<file path="config.mk">
export PLATFORM = sky130hd
export DESIGN_NAME = oldland_lsu_flat
export DESIGN_NICKNAME = d
export VERILOG_FILES = /design/src/rtl/oldland_lsu_if.sv /design/src/rtl/oldland_lsu.sv /design/src/flat_wrapper.sv
export SDC_FILE = /design/constraint.sdc
export NUM_CORES = 1
export LEC_CHECK = 0
export ABC_AREA = 1
export CAP_MARGIN = 20
export CORE_ASPECT_RATIO = 1.75
export CORE_MARGIN = 2
export CORE_UTILIZATION = 34
export CTS_BUF_LIST = sky130_fd_sc_hd__clkbuf_16
export DETAILED_ROUTE_END_ITERATION = 16
export GPL_TIMING_DRIVEN = 0
export MAX_ROUTING_LAYER = met4
export SYNTH_ARGS = -nofsm -noshare
export SYNTH_HDL_FRONTEND = slang
export SYNTH_SLANG_ARGS = --single-unit
</file>
<file path="constraint.sdc">
create_clock -name clk -period 3.75 [get_ports clk]
set_clock_uncertainty 0.05 [all_clocks]
set_input_delay 0.9375 -clock clk [delete_from_list [all_inputs] [get_ports clk]]
set_output_delay 0.9375 -clock clk [all_outputs]
set_load 0.05 [all_outputs]
</file>
<file path="src/rtl/oldland_lsu_if.sv">
// Request, data-bus and response signals of the oldland load/store unit.
// The master modport is the LSU itself (requester of the data bus); the
// slave modport is the surrounding pipeline stage plus the bus fabric.
interface oldland_lsu_if #(
    parameter int DATA_WIDTH = 32,
    parameter int ADDR_WIDTH = 32,
    parameter int RD_WIDTH   = 4
);
    // Request channel from the execute/memory stage
    logic                      req_valid;
    logic                      req_ready;
    logic                      req_store;
    logic [1:0]                req_width;
    logic                      req_signed;
    logic [ADDR_WIDTH-1:0]     req_addr;
    logic [DATA_WIDTH-1:0]     req_wdata;
    logic [RD_WIDTH-1:0]       req_rd;

    // Data bus
    logic [ADDR_WIDTH-1:0]     d_addr;
    logic [DATA_WIDTH/8-1:0]   d_bytesel;
    logic                      d_wr_en;
    logic [DATA_WIDTH-1:0]     d_wr_val;
    logic                      d_access;
    logic [DATA_WIDTH-1:0]     d_data;
    logic                      d_ack;
    logic                      d_error;

    // Response channel back to the pipeline
    logic                      resp_valid;
    logic [DATA_WIDTH-1:0]     resp_data;
    logic [RD_WIDTH-1:0]       resp_rd;
    logic                      resp_update_rd;
    logic                      resp_fault;
    logic [1:0]                resp_cause;
    logic [ADDR_WIDTH-1:0]     resp_fault_addr;

    modport master (
        input  req_valid, req_store, req_width, req_signed, req_addr, req_wdata, req_rd,
        output req_ready,
        output d_addr, d_bytesel, d_wr_en, d_wr_val, d_access,
        input  d_data, d_ack, d_error,
        output resp_valid, resp_data, resp_rd, resp_update_rd, resp_fault, resp_cause,
               resp_fault_addr
    );

    modport slave (
        output req_valid, req_store, req_width, req_signed, req_addr, req_wdata, req_rd,
        input  req_ready,
        input  d_addr, d_bytesel, d_wr_en, d_wr_val, d_access,
        output d_data, d_ack, d_error,
        input  resp_valid, resp_data, resp_rd, resp_update_rd, resp_fault, resp_cause,
               resp_fault_addr
    );
endinterface

</file>
<file path="src/rtl/oldland_lsu.sv">
// Registered load/store unit: accepts one request at a time, runs a single
// handshaked bus cycle with lane steering and byte enables, extends load
// data, and reports misalignment, bus error or timeout in a one-cycle
// registered response.
module oldland_lsu #(
    parameter int DATA_WIDTH     = 32,
    parameter int ADDR_WIDTH     = 32,
    parameter int TIMEOUT_CYCLES = 255,
    parameter int RD_WIDTH       = 4
) (
    input logic           clk,
    input logic           rst_n,
    oldland_lsu_if.master bus
);
    localparam int BYTES     = DATA_WIDTH / 8;
    localparam int LANE_BITS = $clog2(BYTES);

    localparam logic [1:0] S_IDLE   = 2'd0;
    localparam logic [1:0] S_ACCESS = 2'd1;
    localparam logic [1:0] S_RESP   = 2'd2;

    localparam logic [1:0] CAUSE_NONE    = 2'd0;
    localparam logic [1:0] CAUSE_ALIGN   = 2'd1;
    localparam logic [1:0] CAUSE_BUSERR  = 2'd2;
    localparam logic [1:0] CAUSE_TIMEOUT = 2'd3;

    // Latched request
    logic [1:0]            state_q, state_d;
    logic                  store_q, store_d;
    logic [1:0]            width_q, width_d;
    logic                  signed_q, signed_d;
    logic [LANE_BITS-1:0]  lane_q, lane_d;
    logic [RD_WIDTH-1:0]   rd_q, rd_d;
    logic [ADDR_WIDTH-1:0] addr_q, addr_d;
    logic [31:0]           cnt_q, cnt_d;

    // Bus outputs
    logic [ADDR_WIDTH-1:0] d_addr_q, d_addr_d;
    logic [BYTES-1:0]      d_bytesel_q, d_bytesel_d;
    logic                  d_wr_en_q, d_wr_en_d;
    logic [DATA_WIDTH-1:0] d_wr_val_q, d_wr_val_d;
    logic                  d_access_q, d_access_d;

    // Response outputs
    logic                  resp_valid_q, resp_valid_d;
    logic [DATA_WIDTH-1:0] resp_data_q, resp_data_d;
    logic [RD_WIDTH-1:0]   resp_rd_q, resp_rd_d;
    logic                  resp_update_rd_q, resp_update_rd_d;
    logic                  resp_fault_q, resp_fault_d;
    logic [1:0]            resp_cause_q, resp_cause_d;
    logic [ADDR_WIDTH-1:0] resp_fault_addr_q, resp_fault_addr_d;

    // Request decode helpers
    logic                  req_misaligned;
    logic                  req_illegal;
    logic [LANE_BITS-1:0]  req_lane;
    logic [7:0]            req_mask8;
    logic [BYTES-1:0]      req_mask;

    // Load extraction helpers
    logic [DATA_WIDTH-1:0] ld_shift;
    logic [DATA_WIDTH-1:0] ld_mask;
    logic [31:0]           ld_nbits;
    logic                  ld_sign;
    logic [DATA_WIDTH-1:0] ld_ext;
    logic                  timeout_hit;

    assign bus.req_ready       = (state_q == S_IDLE);
    assign bus.d_addr          = d_addr_q;
    assign bus.d_bytesel       = d_bytesel_q;
    assign bus.d_wr_en         = d_wr_en_q;
    assign bus.d_wr_val        = d_wr_val_q;
    assign bus.d_access        = d_access_q;
    assign bus.resp_valid      = resp_valid_q;
    assign bus.resp_data       = resp_data_q;
    assign bus.resp_rd         = resp_rd_q;
    assign bus.resp_update_rd  = resp_update_rd_q;
    assign bus.resp_fault      = resp_fault_q;
    assign bus.resp_cause      = resp_cause_q;
    assign bus.resp_fault_addr = resp_fault_addr_q;

    // Decode alignment, lane and byte-enable pattern of the incoming request
    always_comb begin
        req_lane = bus.req_addr[LANE_BITS-1:0];
        case (bus.req_width)
            2'd0:    req_misaligned = 1'b0;
            2'd1:    req_misaligned = bus.req_addr[0];
            2'd2:    req_misaligned = |bus.req_addr[1:0];
            default: req_misaligned = |bus.req_addr[2:0];
        endcase
        req_illegal = (bus.req_width == 2'd3) && (DATA_WIDTH == 32);
        case (bus.req_width)
            2'd0:    req_mask8 = 8'h01;
            2'd1:    req_mask8 = 8'h03;
            2'd2:    req_mask8 = 8'h0F;
            default: req_mask8 = 8'hFF;
        endcase
        req_mask = req_mask8[BYTES-1:0];
    end

    // Right-justify the acked lane, mask to the access width and extend
    always_comb begin
        ld_shift = bus.d_data >> {lane_q, 3'b000};
        ld_nbits = 32'd8 << width_q;
        ld_mask  = '0;
        ld_sign  = 1'b0;
        for (int unsigned i = 0; i < DATA_WIDTH; i++) begin
            ld_mask[i] = (i < ld_nbits);
            if (i + 1 == ld_nbits)
                ld_sign = ld_shift[i];
        end
        ld_ext = (ld_shift & ld_mask) | ((signed_q && ld_sign) ? ~ld_mask : '0);
        timeout_hit = (TIMEOUT_CYCLES != 0) && ((cnt_q + 32'd1) == 32'(TIMEOUT_CYCLES));
    end

    // Next-state logic; response fields default to zero so they only carry
    // a value during the single resp_valid cycle
    always_comb begin
        state_d           = state_q;
        store_d           = store_q;
        width_d           = width_q;
        signed_d          = signed_q;
        lane_d            = lane_q;
        rd_d              = rd_q;
        addr_d            = addr_q;
        cnt_d             = cnt_q;
        d_addr_d          = d_addr_q;
        d_bytesel_d       = d_bytesel_q;
        d_wr_en_d         = d_wr_en_q;
        d_wr_val_d        = d_wr_val_q;
        d_access_d        = d_access_q;
        resp_valid_d      = 1'b0;
        resp_data_d       = '0;
        resp_rd_d         = '0;
        resp_update_rd_d  = 1'b0;
        resp_fault_d      = 1'b0;
        resp_cause_d      = CAUSE_NONE;
        resp_fault_addr_d = '0;

        case (state_q)
            S_IDLE: begin
                if (bus.req_valid) begin
                    store_d  = bus.req_store;
                    width_d  = bus.req_width;
                    signed_d = bus.req_signed;
                    lane_d   = req_lane;
                    rd_d     = bus.req_rd;
                    addr_d   = bus.req_addr;
                    cnt_d    = '0;
                    if (req_misaligned || req_illegal) begin
                        state_d           = S_RESP;
                        resp_valid_d      = 1'b1;
                        resp_rd_d         = bus.req_rd;
                        resp_fault_d      = 1'b1;
                        resp_cause_d      = CAUSE_ALIGN;
                        resp_fault_addr_d = bus.req_addr;
                    end else begin
                        state_d     = S_ACCESS;
                        d_access_d  = 1'b1;
                        d_addr_d    = bus.req_addr & ~ADDR_WIDTH'(BYTES - 1);
                        d_bytesel_d = req_mask << req_lane;
                        d_wr_en_d   = bus.req_store;
                        d_wr_val_d  = bus.req_wdata << {req_lane, 3'b000};
                    end
                end
            end
            S_ACCESS: begin
                cnt_d     = cnt_q + 32'd1;
                resp_rd_d = rd_q;
                if (bus.d_error) begin
                    resp_valid_d      = 1'b1;
                    resp_fault_d      = 1'b1;
                    resp_cause_d      = CAUSE_BUSERR;
                    resp_fault_addr_d = addr_q;
                end else if (bus.d_ack) begin
                    resp_valid_d     = 1'b1;
                    resp_data_d      = store_q ? '0 : ld_ext;
                    resp_update_rd_d = !store_q;
                end else if (timeout_hit) begin
                    resp_valid_d      = 1'b1;
                    resp_fault_d      = 1'b1;
                    resp_cause_d      = CAUSE_TIMEOUT;
                    resp_fault_addr_d = addr_q;
                end else begin
                    resp_rd_d = '0;
                end
                if (resp_valid_d) begin
                    state_d     = S_RESP;
                    d_access_d  = 1'b0;
                    d_addr_d    = '0;
                    d_bytesel_d = '0;
                    d_wr_en_d   = 1'b0;
                    d_wr_val_d  = '0;
                end
            end
            default: begin
                state_d = S_IDLE;
            end
        endcase
    end

    // State and output registers
    always_ff @(posedge clk or negedge rst_n) begin
        if (!rst_n) begin
            state_q           <= S_IDLE;
            store_q           <= 1'b0;
            width_q           <= 2'd0;
            signed_q          <= 1'b0;
            lane_q            <= '0;
            rd_q              <= '0;
            addr_q            <= '0;
            cnt_q             <= '0;
            d_addr_q          <= '0;
            d_bytesel_q       <= '0;
            d_wr_en_q         <= 1'b0;
            d_wr_val_q        <= '0;
            d_access_q        <= 1'b0;
            resp_valid_q      <= 1'b0;
            resp_data_q       <= '0;
            resp_rd_q         <= '0;
            resp_update_rd_q  <= 1'b0;
            resp_fault_q      <= 1'b0;
            resp_cause_q      <= CAUSE_NONE;
            resp_fault_addr_q <= '0;
        end else begin
            state_q           <= state_d;
            store_q           <= store_d;
            width_q           <= width_d;
            signed_q          <= signed_d;
            lane_q            <= lane_d;
            rd_q              <= rd_d;
            addr_q            <= addr_d;
            cnt_q             <= cnt_d;
            d_addr_q          <= d_addr_d;
            d_bytesel_q       <= d_bytesel_d;
            d_wr_en_q         <= d_wr_en_d;
            d_wr_val_q        <= d_wr_val_d;
            d_access_q        <= d_access_d;
            resp_valid_q      <= resp_valid_d;
            resp_data_q       <= resp_data_d;
            resp_rd_q         <= resp_rd_d;
            resp_update_rd_q  <= resp_update_rd_d;
            resp_fault_q      <= resp_fault_d;
            resp_cause_q      <= resp_cause_d;
            resp_fault_addr_q <= resp_fault_addr_d;
        end
    end
endmodule
</file>
<file path="src/flat_wrapper.sv">
// flat-port wrapper written by rule: the top's interface ports become plain ports
module oldland_lsu_flat 
#(
    parameter int DATA_WIDTH     = 32,
    parameter int ADDR_WIDTH     = 32,
    parameter int TIMEOUT_CYCLES = 255,
    parameter int RD_WIDTH       = 4
)
  (clk, rst_n, bus_req_valid, bus_req_store, bus_req_width, bus_req_signed, bus_req_addr, bus_req_wdata, bus_req_rd, bus_req_ready, bus_d_addr, bus_d_bytesel, bus_d_wr_en, bus_d_wr_val, bus_d_access, bus_d_data, bus_d_ack, bus_d_error, bus_resp_valid, bus_resp_data, bus_resp_rd, bus_resp_update_rd, bus_resp_fault, bus_resp_cause, bus_resp_fault_addr);
  oldland_lsu_if #(.DATA_WIDTH(DATA_WIDTH), .ADDR_WIDTH(ADDR_WIDTH), .RD_WIDTH(RD_WIDTH)) bus_i ();
  input logic clk;
  input logic rst_n;
  input wire logic [$bits(bus_i.req_valid)-1:0] bus_req_valid;
  input wire logic [$bits(bus_i.req_store)-1:0] bus_req_store;
  input wire logic [$bits(bus_i.req_width)-1:0] bus_req_width;
  input wire logic [$bits(bus_i.req_signed)-1:0] bus_req_signed;
  input wire logic [$bits(bus_i.req_addr)-1:0] bus_req_addr;
  input wire logic [$bits(bus_i.req_wdata)-1:0] bus_req_wdata;
  input wire logic [$bits(bus_i.req_rd)-1:0] bus_req_rd;
  output wire logic [$bits(bus_i.req_ready)-1:0] bus_req_ready;
  output wire logic [$bits(bus_i.d_addr)-1:0] bus_d_addr;
  output wire logic [$bits(bus_i.d_bytesel)-1:0] bus_d_bytesel;
  output wire logic [$bits(bus_i.d_wr_en)-1:0] bus_d_wr_en;
  output wire logic [$bits(bus_i.d_wr_val)-1:0] bus_d_wr_val;
  output wire logic [$bits(bus_i.d_access)-1:0] bus_d_access;
  input wire logic [$bits(bus_i.d_data)-1:0] bus_d_data;
  input wire logic [$bits(bus_i.d_ack)-1:0] bus_d_ack;
  input wire logic [$bits(bus_i.d_error)-1:0] bus_d_error;
  output wire logic [$bits(bus_i.resp_valid)-1:0] bus_resp_valid;
  output wire logic [$bits(bus_i.resp_data)-1:0] bus_resp_data;
  output wire logic [$bits(bus_i.resp_rd)-1:0] bus_resp_rd;
  output wire logic [$bits(bus_i.resp_update_rd)-1:0] bus_resp_update_rd;
  output wire logic [$bits(bus_i.resp_fault)-1:0] bus_resp_fault;
  output wire logic [$bits(bus_i.resp_cause)-1:0] bus_resp_cause;
  output wire logic [$bits(bus_i.resp_fault_addr)-1:0] bus_resp_fault_addr;
  assign bus_i.req_valid = bus_req_valid;
  assign bus_i.req_store = bus_req_store;
  assign bus_i.req_width = bus_req_width;
  assign bus_i.req_signed = bus_req_signed;
  assign bus_i.req_addr = bus_req_addr;
  assign bus_i.req_wdata = bus_req_wdata;
  assign bus_i.req_rd = bus_req_rd;
  assign bus_req_ready = bus_i.req_ready;
  assign bus_d_addr = bus_i.d_addr;
  assign bus_d_bytesel = bus_i.d_bytesel;
  assign bus_d_wr_en = bus_i.d_wr_en;
  assign bus_d_wr_val = bus_i.d_wr_val;
  assign bus_d_access = bus_i.d_access;
  assign bus_i.d_data = bus_d_data;
  assign bus_i.d_ack = bus_d_ack;
  assign bus_i.d_error = bus_d_error;
  assign bus_resp_valid = bus_i.resp_valid;
  assign bus_resp_data = bus_i.resp_data;
  assign bus_resp_rd = bus_i.resp_rd;
  assign bus_resp_update_rd = bus_i.resp_update_rd;
  assign bus_resp_fault = bus_i.resp_fault;
  assign bus_resp_cause = bus_i.resp_cause;
  assign bus_resp_fault_addr = bus_i.resp_fault_addr;
  oldland_lsu #(.DATA_WIDTH(DATA_WIDTH), .ADDR_WIDTH(ADDR_WIDTH), .TIMEOUT_CYCLES(TIMEOUT_CYCLES), .RD_WIDTH(RD_WIDTH)) u_core (.clk(clk), .rst_n(rst_n), .bus(bus_i));
endmodule
</file>
# --- Word-level counts from Yosys, hierarchy flattened ---
# Index checks and enable logic that the tools add are counted.
totals:
  latch_bits: 0
  mem_bits_rw: 0
  regBits: 219
  word_cells: 206
  memories: 0
  input_bits: 109
  out_inout_bits: 144
  mem_bits_ro: 0
op_classes:
  mul: 0
  eq_ne: 40
  n_mux: 94
  bitwise: 3
  reduce_logical: 12
  div: 0
  n_addsub: 1
  shift: 4
  magnitude_cmp: 32
op_table:
  columns: ["op", "count"]
  rows:
  - ["5-bit by 32-bit == test with 1-bit output (first input constant)", 16]
  - ["5-bit by 32-bit less-than comparator with 1-bit output (first input constant)", 16]
  - ["32-bit two-way mux", 16]
  - ["4-bit by 32-bit == test with 1-bit output (first input constant)", 8]
  - ["4-bit by 32-bit less-than comparator with 1-bit output (first input constant)", 8]
  - ["32-bit case mux with 2 select lines", 4]
  - ["3-bit by 32-bit == test with 1-bit output (first input constant)", 4]
  - ["3-bit by 32-bit less-than comparator with 1-bit output (first input constant)", 4]
  - ["2-bit by 32-bit == test with 1-bit output (first input constant)", 2]
  - ["1-bit by 32-bit less-than comparator with 1-bit output (first input constant)", 2]
  - ["2-bit by 32-bit less-than comparator with 1-bit output (first input constant)", 2]
  - ["1-bit two-way mux", 49]
  - ["32-bit by 1-bit adder with 32-bit output (second input constant)", 1]
  - ["32-bit AND", 1]
  - ["1-bit by 32-bit == test with 1-bit output (first input constant)", 1]
  - ["32-bit by 8-bit == test with 1-bit output (second input constant)", 1]
  - ["6-bit by 32-bit == test with 1-bit output (first input constant)", 1]
  - ["4-bit two-way mux", 8]
  - ["32-bit NOT", 1]
  - ["32-bit OR", 1]
  - ["32-bit by 5-bit << shifter with 32-bit output", 1]
  - ["4-bit by 2-bit << shifter with 32-bit output (first input constant)", 1]
  - ["32-bit by 5-bit right shift with 32-bit output", 1]
  - ["4-bit case mux with 2 select lines", 2]
  - ["other kinds (19)", 35]

# --- Depth between registers and ports, before layout ---
# Gate-level depths: netlist of the first run.
logic_depth:
  word_depth: 41
  mapped_depth: 18
  ltp_nobuf: 16

# --- Worst setup path before layout of the first run ---
# No wires, ideal clock.
synth_timing:
  kind: "input to register"
  startpoint: "in bus_req_addr[0]"
  endpoint: "reg u_core.d_addr_q[18] (netlist: u_core.bus.d_addr[18])"
  t_arrival_ps: 2477
  stages: 12
  required_time_ps: 3581
  n_path_buf: 3
  setup_ps: 119
  slack_ps: 1104
  cell_sequence: "buf_2 -> clkinv_1 -> o21ai_0 -> inv_1 -> a21oi_1 -> inv_1 -> o21ai_0 -> inv_1 -> clkbuf_1 -> clkbuf_1 -> nand4_1 -> nand2_1"
synth_via:
  elab_chain_len: 5
  word_cells_on_any_way: 6
  classes_between: "eq/ne: 1; mux: 1; reduce/logical: 4"
synth_lines:
  columns: ["item", "line", "text"]
  rows:
  - ["from (decl)", "flat_wrapper.sv:17", "input wire logic [$bits(bus_i.req_addr)-1:0] bus_req_addr;"]
  - ["3-bit OR reduction or 2-bit OR reduction (tied branches)", "oldland_lsu.sv:89, oldland_lsu.sv:88", null]
  - ["1-bit case mux with 3 select lines (*)", "oldland_lsu.sv:85", "case (bus.req_width)"]
  - ["1-bit logical OR (*)", "oldland_lsu.sv:150", "if (req_misaligned || req_illegal) begin"]
  - ["2-bit != test (no source line) (*)", null, null]
  - ["4-bit AND reduction (no source line) (*)", null, null]
  - ["to (signal assigned)", "oldland_lsu.sv:234", "d_addr_q <= d_addr_d;"]
  - ["to (decl)", "oldland_lsu.sv:38", "logic [ADDR_WIDTH-1:0] d_addr_q, d_addr_d;"]
# Every way passes the cells marked *; elsewhere a longest branch is shown, timed or not.
# A chain may end at the register's enable or synchronous reset.

# --- Final worst setup path of the first run ---
layout_timing:
  startpoint: "reg u_core.cnt_q[0]"
  endpoint: "reg u_core.resp_fault_addr_q[3] (netlist: u_core.bus.resp_fault_addr[3])"
layout_via:
  elab_chain_len: 6
layout_lines:
  columns: ["item", "line", "text"]
  rows:
  - ["from (decl)", "oldland_lsu.sv:35", "logic [31:0] cnt_q, cnt_d;"]
  - ["from (signal assigned)", "oldland_lsu.sv:233", "cnt_q <= cnt_d;"]
  - ["32-bit by 1-bit adder with 32-bit output", "oldland_lsu.sv:113", "timeout_hit = (TIMEOUT_CYCLES != 0) && ((cnt_q + 32'd1) == 32'(TIMEOUT_CYCLES));"]
  - ["32-bit by 8-bit == test with 1-bit output", "oldland_lsu.sv:113", null]
  - ["32-bit two-way mux", "oldland_lsu.sv:179", "end else if (timeout_hit) begin"]
  - ["32-bit two-way mux", "oldland_lsu.sv:175", "end else if (bus.d_ack) begin"]
  - ["32-bit two-way mux", "oldland_lsu.sv:170", "if (bus.d_error) begin"]
  - ["32-bit case mux with 2 select lines", "oldland_lsu.sv:140", "case (state_q)"]
  - ["via u_core.resp_fault_addr_d[3]", "oldland_lsu.sv:51", "logic [ADDR_WIDTH-1:0] resp_fault_addr_q, resp_fault_addr_d;"]
  - ["to (signal assigned)", "oldland_lsu.sv:245", "resp_fault_addr_q <= resp_fault_addr_d;"]
  - ["to (decl)", "oldland_lsu.sv:51", null]
# The timed path passes the listed nets, and every way through them passes these cells.

==> impl_metrics.py, run 1 <==
metrics = {
    "run_status": {
        "status": "complete, no violations",
    },
    "routing": {
        "detail_route.wl_per_cell_um": 19.4,
        "drt-initial-drc-count": 666,
        "vias": 10400,
        "remaining_drc_errors": 0,
        "routed_wl_um": 40100,
        "via_per_inst": 5.03,
        "drt_pass1_iterations": 5,
        "ant_nets": 0,
    },
    "sta": {
        "worst_slew_pin_slew_ns": 0.832,
        "hold_ws_ns": 0.394,
        "relSlewSlack_pct": 44.0,
        "setup-violations-final": 0,
        "fmax_ghz": 0.326,
        "fin_crit_ns": 3.07,
        "setup_tns_ns": 0,
        "hold_violations": 0,
        "slew_viol_final": 0,
        "finalCritPeriodShare_pct": 81.8,
        "setup_ws_ns": 0.684,
        "rsz0062_at_grt": "no",
    },
    "job": {
        "max_cap_viol_count": 0,
    },
    "die": {
        "fp.dieW_um": 137,
        "die_y_um": 236,
        "die-area_sq_um": 32300,
        "initial_utilization_pct": 34.3,
        "core_sq_um": 30600,
        "io_pins": 253,
        "row_count": 85,
    },
    "synthesis": {
        "synthCells": 1379,
        "seq_area_frac_synth_pct": 51.3,
        "synth_area_sq_um": 10500,
        "synth_seq_cells": 215,
        "avgSynthCellArea_sq_um": 7.61,
        "ys_warn_count": 0,
        "synth.distinct_cells": 33,
    },
    "finish": {
        "seq_area_sq_um": 5380,
        "drive_gt1_share_pct": 3.54,
        "utilization_pct": 46.4,
        "n_fill_cell": 3194,
        "area_growth_pct": 35.3,
        "nets": 1766,
        "multi_input_area_sq_um": 4340,
        "design_area_sq_um": 14200,
    },
    "clocking": {
        "clock-sinks": 215,
        "htreeDepth": 1,
        "cts_buffer_depth": 3,
        "path_clk_slew_ns": 0.06,
        "cts_root_buf": "clkbuf_16",
        "tritoncts": "yes",
        "post_cts.repair.setup_buffers": 0,
        "worstSkewPairLatency_ns": 0.53,
        "cts_resized": 0,
        "cts_made_buffers": 22,
        "ctsHoldBuffers": 0,
    },
    "critical_path": {
        "cp-start-kind": "flip-flop",
        "cp.arrival_ns": 3.47,
        "end_kind": "flip-flop",
        "cp_data_required_time_ns": 4.16,
        "critical_path_class": "reg -> reg",
        "worst-path-max-fanout": 10,
    },
    "placed_design": {
        "post-place-ws_ns": 0.315,
        "placed_area_sq_um": 13500,
        "hpwlAfterDp_um": 30900,
        "gp_congestion": 0.957,
        "io_buffer_count": 249,
    },
    "pwr": {
        "p_per_area_nw_per_um2": 582,
        "vdd_drop_max_mv": 0.423,
        "leakage_nw": 6.66,
    },
    "grt": {
        "grt_start_max_net_pins": 119,
        "global_route.usage.total_pct": 25.4,
        "grt_pass1_vias": 10400,
        "antenna_found_initial": 4,
        "gr-total-overflow": 0,
        "grt_pass1_wl_um": 60600,
    },
    "min_path": {
        "min-delay-path-class": "in -> async",
    },
}
-- power breakdown --
group          internal [W]  switching, W  leakage [nW]
Sequential          0.00274      0.000268          2.84
Combinational      0.000932       0.00216          3.47
Clock               0.00120      0.000960         0.352
-- kinds of logic after synthesis --
family / after synthesis / share of synthesized area [%]
AOI/OAI and AO/OA: 168 / 9.07
and+or+nand+nor: 796 / 31.6
adders and majority gates: 3 / 0.358
buffers and inverters: 193 / 7.43
other: 1 / 0.0357
xor gates and xnor gates: 3 / 0.250
DFF: 215 / 51.3
-- critical path, stage by stage (launching register included) --
cell and delay (ns):
dfrtp_1 0.43, ha_1 0.25, nand3_1 0.14, nor2_1 0.32, nand4_1 0.13, nand2_1 0.11
nand3_1 0.10, nor2_1 0.16, nand2_1 0.07, nor2_1 0.09, nand3_1 0.18, o21ai_2 0.37
buf_2 0.34, nand3_1 0.14, nand2_1 0.11
-- final cells by class --
cell class | instances | share of cell area (%)
inverter | 113 | 3.00
multi-input combinational | 972 | 30.5
buffer | 80 | 2.49
tap | 391 | 3.44
clock buffer | 22 | 3.88
timing repair buffer | 250 | 17.8
sequential | 215 | 37.9
clock inverter | 16 | 0.907
antenna | 4 | 0.0705
-- cells in the final DEF, fill, tap and decap left out, types with 4 or more instances in the layout --
master,instances
clkbuf_16,22
clkdlybuf4s50_1,248
clkinv_2,4
buf_4,6
nor4_1,9
a21oi_1,21
o22ai_1,16
buf_2,7
clkbuf_1,63
nand2_1,464
nand3_1,78
a311oi_1,7
clkinv_1,8
o21ai_0,100
nor2_1,171
a31oi_1,7
diode_2,4
nor2_2,4
nand4_1,58
o32ai_1,14
inv_1,114
dfrtp_1,215
-- worst paths after layout --
check	cells past startpoint	from	slack [ns]	endpoint
worst max-delay path	14	u_core.cnt_q[0]	0.68	u_core.bus.resp_fault_addr[3]
worst min-delay path	1	rst_n	0.39	u_core.cnt_q[19]
worst max register to register	14	u_core.cnt_q[0]	0.68	u_core.bus.resp_fault_addr[3]
worst min register to register	2	u_core.bus.d_addr[21]	0.42	u_core.bus.d_addr[21]
max in group asynchronous	2	rst_n	2.20	u_core.bus.d_addr[19]
min in group clk	2	u_core.bus.d_addr[21]	0.42	u_core.bus.d_addr[21]
-- metrics by stage --
stage               cells  total power, W
finish               2063         0.00827
detailed placement   2021         0.00614
CTS                  2059         0.00833
global route         2063         0.00865
floorplan            1380         0.00488
global placement     2020         0.00612
-- per-layer routing --
metal	global-route usage (%)	up-vias	routed length, um	part of all wire, %
met5	-	-	0	0
met4	11.3	0	1810	4.5
met3	3.29	96	1950	4.9
met2	46.3	336	21900	55
met1	26.9	4940	14400	36
li1	-	5010	-	-
-- sequential cells by signal (all words and copies together), names as in the netlist, 2 cells and up --
name / cells
u_core.bus.d_wr_val: 32
u_core.bus.resp_data: 32
u_core.bus.resp_fault_addr: 32
u_core.cnt_q: 32
u_core.addr_q: 31
u_core.bus.d_addr: 30
u_core.bus.d_bytesel: 4
u_core.bus.resp_rd: 4
u_core.rd_q: 4
u_core.bus.resp_cause: 2
u_core.state_q: 2
u_core.width_q: 2
-- cells in the mapped netlist, drive strengths merged --
cell | instances | share of area [%]
a311oi | 7 | 0.58
nand3b | 1 | 0.072
ha | 3 | 0.36
o21ai | 103 | 4.9
conb | 1 | 0.036
clkinv | 4 | 0.15
xnor2 | 1 | 0.083
buf | 17 | 1.1
nand2 | 466 | 17
nor3 | 2 | 0.095
nor2 | 178 | 6.7
nand4 | 58 | 3.5
xor2 | 2 | 0.17
o22ai | 16 | 0.95
inv | 109 | 3.9
o32ai | 14 | 1.2
nor4 | 9 | 0.54
and2 | 2 | 0.12
nand3 | 80 | 3.9
clkbuf | 63 | 2.3
a21oi | 21 | 1.0
dfrtp | 215 | 51
a31oi | 7 | 0.42
No activity file was read; power rests on OpenSTA's default activity.
==> run 2, diff against run 1 <==
==> constraint.sdc (replaced) <==
create_clock -name clk -period 2.9 [get_ports clk]
set_clock_uncertainty 0.05 [all_clocks]
set_input_delay 0.725 -clock clk [delete_from_list [all_inputs] [get_ports clk]]
set_output_delay 0.725 -clock clk [all_outputs]
set_load 0.05 [all_outputs]
==> impl_metrics.py, run 2 (synthesis results as in run 1) <==
metrics = {
    "clocking": {
        "clock-sinks": 215,
        "cts_root_buf": "clkbuf_16",
        "cts_buffer_depth": 3,
        "ctsHoldBuffers": 0,
        "worstSkewPairLatency_ns": 0.54,
        "cts_made_buffers": 22,
        "htreeDepth": 1,
        "tritoncts": "yes",
        "path_clk_slew_ns": 0.06,
    },
    "pwr": {
        "seq_power_share_pct": 36.3,
        "p_per_area_nw_per_um2": 745,
        "combinationalPowerShare_pct": 37.6,
        "p_total_w": 0.0107,
        "leakage_nw": 6.70,
        "switchingPower_w": 0.00440,
        "p_sw_share_pct": 41.1,
        "vdd_drop_max_mv": 0.545,
        "p_clk_share_pct": 26.1,
        "intPower_w": 0.00632,
    },
    "min_path": {
        "min-delay-path-class": "in -> async",
    },
    "finish": {
        "fin_cells": 2068,
        "final_cell_mix": "464 x nand2_1, 247 x clkdlybuf4s50_1, 210 x dfrtp_1",
        "area_growth_pct": 37.1,
        "final_common_cell": "nand2_1",
        "drive_gt1_share_pct": 5.44,
        "nets": 1771,
    },
    "critical_path": {
        "r2r_slack_ns": 0.11,
        "timing.critical_path.to": "u_core.bus.resp_fault_addr[10]",
        "reg2reg_to": "u_core.bus.resp_fault_addr[10]",
        "r2r_cells": 13,
        "cp.arrival_ns": 3.20,
        "end_kind": "flip-flop",
        "crit-reg2reg-launch": "u_core.cnt_q[3]",
        "cp_data_required_time_ns": 3.31,
        "worst-path-max-fanout": 10,
        "cp-startpoint": "u_core.cnt_q[3]",
        "critical_path_class": "reg -> reg",
        "cp-start-kind": "flip-flop",
    },
    "sta": {
        "relSlewSlack_pct": 43.8,
        "fin_crit_ns": 2.79,
        "hold_violations": 0,
        "worst_slew_pin_slew_ns": 0.835,
        "setup-violations-final": 0,
        "rsz0062_at_grt": "yes",
        "slew_viol_final": 0,
        "finalCritPeriodShare_pct": 96.2,
        "fmax_ghz": 0.359,
    },
    "routing": {
        "drt-initial-drc-count": 693,
        "detail_route.wl_per_cell_um": 19.4,
        "via_per_inst": 5.03,
        "routed_wl_um": 40200,
        "vias": 10400,
        "drt_pass1_iterations": 5,
        "ant_nets": 0,
        "remaining_drc_errors": 0,
    },
    "grt": {
        "antenna_found_initial": 4,
        "gr-total-overflow": 0,
        "grt_pass1_vias": 10400,
        "grt_pass1_wl_um": 60600,
        "global_route.usage.total_pct": 25.4,
        "grt_start_max_net_pins": 119,
    },
    "die": {
        "row_count": 85,
        "io_pins": 253,
        "die_y_um": 236,
        "fp.dieW_um": 137,
        "core_sq_um": 30600,
        "initial_utilization_pct": 34.3,
        "die-area_sq_um": 32300,
    },
    "job": {
        "max_cap_viol_count": 0,
    },
    "placed_design": {
        "dpl.cell_count": 2021,
        "io_buffer_count": 249,
        "hpwlAfterDp_um": 30900,
        "gp_congestion": 0.957,
    },
    "run_status": {
        "status": "complete, no violations",
    },
}
==> run 2: changes by cell type in the layout (fill, tap and decap cells not counted), sizes merged <==
cell / previous run / this run
clkdlybuf4s50: 248 / 247
buf: 19 / 22
clkbuf: 85 / 87
dlymetal6s2s: 0 / 1
clkinv: 13 / 11
clkinvlp: 0 / 2
==> run 2: area by class of cell <==
class                           instances  area, sq um
Antenna cell                            4         10.0
Buffer                                 80          374
Clock buffer                           22          551
Clock inverter                         16          129
Fill cell                            3171        16200
Inverter                              113          433
Multi-Input combinational cell        972         4450
Sequential cell                       215         5390
Tap cell                              391          489
Timing Repair Buffer                  255         2560
==> run 2: critical path, cell delays in order, from the launching register on <==
cell and delay [ns]:
dfrtp_2 0.42, nand2_1 0.14, nor2_4 0.20, nand2_2 0.15, nor2_4 0.24, nand3_1 0.09
nand2_1 0.12, nand3_1 0.18, nor2_1 0.17, nand3_2 0.17, o21ai_4 0.29, buf_4 0.25
nand3_1 0.12, nand2_1 0.11
==> run 2: per-layer routing <==
| layer | GRT usage [%] | share of wire, % | vias to the layer above |
|---|---|---|---|
| li1 | - | - | 5017 |
| met1 | 26.9 | 36 | 4963 |
| met2 | 46.3 | 55 | 345 |
| met3 | 3.29 | 4.5 | 86 |
| met4 | 11.3 | 4.3 | 0 |
| met5 | - | 0 | - |
==> run 2: through the flow <==
stage / setup slack (ns) / TNS [ns] / util (%) / hold slack [ns] / cell area, sq um
4_1_cts: 0.0203 / 0 / 46.5 / 0.226 / 14200
6_report: 0.111 / 0 / 47.0 / 0.180 / 14400
5_1_grt: -0.0143 / -0.0381 / 47.0 / 0.235 / 14400
3_5_place_dp: -0.323 / -22.79 / 44.1 / 0.407 / 13500
2_1_floorplan: 0.467 / 0 / - / 0.379 / 10500
3_3_place_gp: -8.40 / -1820.58 / 44.0 / 0.407 / 13500
==> run 2: power groups by stage <==
stage	Clock [W]	Combinational, W	Sequential, W
after CTS	0.00286	0.00403	0.00388
after global placement	0	0.00398	0.00393
after floorplan	0	0.00111	0.00520
final	0.00279	0.00403	0.00390
after global routing	0.00299	0.00429	0.00394
after detailed placement	0	0.00401	0.00392
==> run 2: timing repair <==
item | 4_1_cts | 5_1_grt
pin swaps | 1 | 3
buffers inserted | 0 | 5
gates resized for setup | 16 | 30
endpoints found under the setup margin | 80 | 119
==> run 2: worst min-delay path by stage <==
stage                          startpoint                     end  slack [ns]  cells past startpoint
floorplan                           rst_n       u_core.addr_q[10]        0.38                      0
global placement    u_core.bus.d_addr[31]   u_core.bus.d_addr[31]        0.41                      2
detailed placement  u_core.bus.d_addr[21]   u_core.bus.d_addr[21]        0.41                      2
CTS                                 rst_n  u_core.bus.d_wr_val[8]        0.23                      1
global route                        rst_n        u_core.cnt_q[22]        0.23                      1
finish                              rst_n        u_core.cnt_q[19]        0.18                      1
==> run 3, diff against run 2 <==
--- a/config.mk
+++ b/config.mk
@@ -10,10 +10,11 @@
 export CORE_ASPECT_RATIO = 1.75
 export CORE_MARGIN = 2
 export CORE_UTILIZATION = 34
-export CTS_BUF_LIST = sky130_fd_sc_hd__clkbuf_16
 export DETAILED_ROUTE_END_ITERATION = 16
 export GPL_TIMING_DRIVEN = 0
 export MAX_ROUTING_LAYER = met4
+export RECOVER_POWER = 100
 export SYNTH_ARGS = -nofsm -noshare
 export SYNTH_HDL_FRONTEND = slang
 export SYNTH_SLANG_ARGS = --single-unit
+export TNS_END_PERCENT = 1
==> impl_metrics.py, run 3 (synthesis results as in run 1) <==
metrics = {
    "run_status": {
        "status": "complete, no violations",
    },
    "die": {
        "fp.dieW_um": 137,
        "initial_utilization_pct": 34.3,
        "die_y_um": 236,
        "core_sq_um": 30600,
        "die-area_sq_um": 32300,
        "row_count": 85,
        "io_pins": 253,
    },
    "placed_design": {
        "placed_area_sq_um": 13500,
        "post-place-ws_ns": -0.323,
        "hpwlAfterDp_um": 30900,
        "dpl.cell_count": 2021,
        "io_buffer_count": 249,
        "gp_congestion": 0.957,
    },
    "job": {
        "max_cap_viol_count": 0,
    },
    "critical_path": {
        "end_kind": "flip-flop",
        "cp_data_required_time_ns": 3.31,
        "crit-reg2reg-launch": "u_core.cnt_q[3]",
        "cp.arrival_ns": 3.17,
        "r2r_cells": 13,
        "critical_path_class": "reg -> reg",
        "cp-startpoint": "u_core.cnt_q[3]",
        "worst-path-max-fanout": 10,
        "cp-start-kind": "flip-flop",
    },
    "routing": {
        "routed_wl_um": 40200,
        "remaining_drc_errors": 0,
        "via_per_inst": 5.05,
        "vias": 10400,
        "drt-initial-drc-count": 698,
        "drt_pass1_iterations": 5,
        "ant_nets": 0,
        "detail_route.wl_per_cell_um": 19.5,
    },
    "grt": {
        "grt_pass1_wl_um": 60700,
        "grt_start_max_net_pins": 119,
        "grt_pass1_vias": 10400,
        "antenna_found_initial": 4,
        "global_route.usage.total_pct": 25.5,
        "gr-total-overflow": 0,
    },
    "finish": {
        "nets": 1768,
        "final_cell_mix": "463 x nand2_1, 246 x clkdlybuf4s50_1, 210 x dfrtp_1",
        "multi_input_area_sq_um": 4450,
        "design_area_sq_um": 14400,
        "area_growth_pct": 37.2,
        "n_fill_cell": 3170,
        "fin_cells": 2065,
        "drive_gt1_share_pct": 5.63,
        "seq_area_sq_um": 5390,
        "final_common_cell": "nand2_1",
    },
    "clocking": {
        "path_clk_slew_ns": 0.06,
        "cts_root_buf": "clkbuf_16",
        "htreeDepth": 1,
        "ctsHoldBuffers": 0,
        "clock-sinks": 215,
        "worstSkewPairLatency_ns": 0.54,
        "cts_made_buffers": 22,
        "cts_buffer_depth": 3,
        "tritoncts": "yes",
    },
    "sta": {
        "setup-violations-final": 0,
        "relSlewSlack_pct": 6.16,
        "fin_crit_ns": 2.76,
        "slew_viol_final": 0,
        "hold_violations": 0,
        "fmax_ghz": 0.362,
        "setup_ws_ns": 0.141,
        "rsz0062_at_grt": "yes",
        "finalCritPeriodShare_pct": 95.1,
        "worst_slew_pin_slew_ns": 1.41,
        "hold_ws_ns": 0.422,
    },
    "min_path": {
        "min-delay-path-class": "reg -> reg",
        "hold_start": "u_core.bus.d_wr_val[14]",
        "holdPathStages": 2,
    },
    "pwr": {
        "leakage_nw": 6.68,
        "p_per_area_nw_per_um2": 755,
        "vdd_drop_max_mv": 0.546,
    },
}
[run 3: worst paths after layout]
path / to / slack [ns]
min reg2reg: u_core.bus.d_wr_val[14] / 0.42
min: u_core.bus.d_wr_val[14] / 0.42
max in group asynchronous: u_core.cnt_q[1] / 0.52
min in group asynchronous: u_core.bus.d_wr_val[8] / 0.49
max reg2reg: u_core.bus.resp_fault_addr[10] / 0.14
max: u_core.bus.resp_fault_addr[10] / 0.14
[run 3: critical path: stages, from the launching register on]
cell	delay, ns
dfrtp_2	0.42
nand2_1	0.14
nor2_4	0.20
nand2_2	0.15
nor2_4	0.21
nand3_1	0.09
nand2_1	0.12
nand3_1	0.18
nor2_1	0.17
nand3_2	0.16
o21ai_4	0.30
buf_4	0.26
nand3_1	0.12
nand2_1	0.10
[run 3: cell type report]
type                    instances  share of cell area [%]
multi-input cells             972                    30.9
clock inverters                 6                   0.635
repair buffers                252                    17.5
inverters                     113                    3.01
clock buffers                  32                    4.43
flip-flops and latches        215                    37.4
diodes                          4                  0.0695
well taps                     391                    3.40
plain buffers                  80                    2.60
[run 3: power by group]
part | switching, W | internal, W
Sequential | 0.000352 | 0.00354
Clock | 0.00125 | 0.00170
Combinational | 0.00281 | 0.00122
Total | 0.00440 | 0.00646
[run 3: metal layers]
layer	up-vias	GRT usage, %	share of wire (%)
li1	5003	-	-
met1	4997	27.0	36
met2	338	46.4	55
met3	98	3.35	4.7
met4	0	11.2	4.5
met5	-	-	0
[run 3: per-stage QoR]
step | TNS [ns] | power (W) | utilization [%]
2_1_floorplan | 0 | 0.00631 | -
3_3_place_gp | -1820.58 | 0.00791 | 44.0
3_5_place_dp | -22.79 | 0.00794 | 44.1
4_1_cts | -0.272 | 0.0109 | 46.6
5_1_grt | -0.247 | 0.0114 | 47.0
6_report | 0 | 0.0109 | 47.0
[run 3: what timing repair did]
item,CTS,global route
gates cloned,0,0
resized for setup,13,35
endpoints found under the setup margin,81,119
setup buffers,0,2
pin swaps,0,3
hold endpoints to repair,0,0
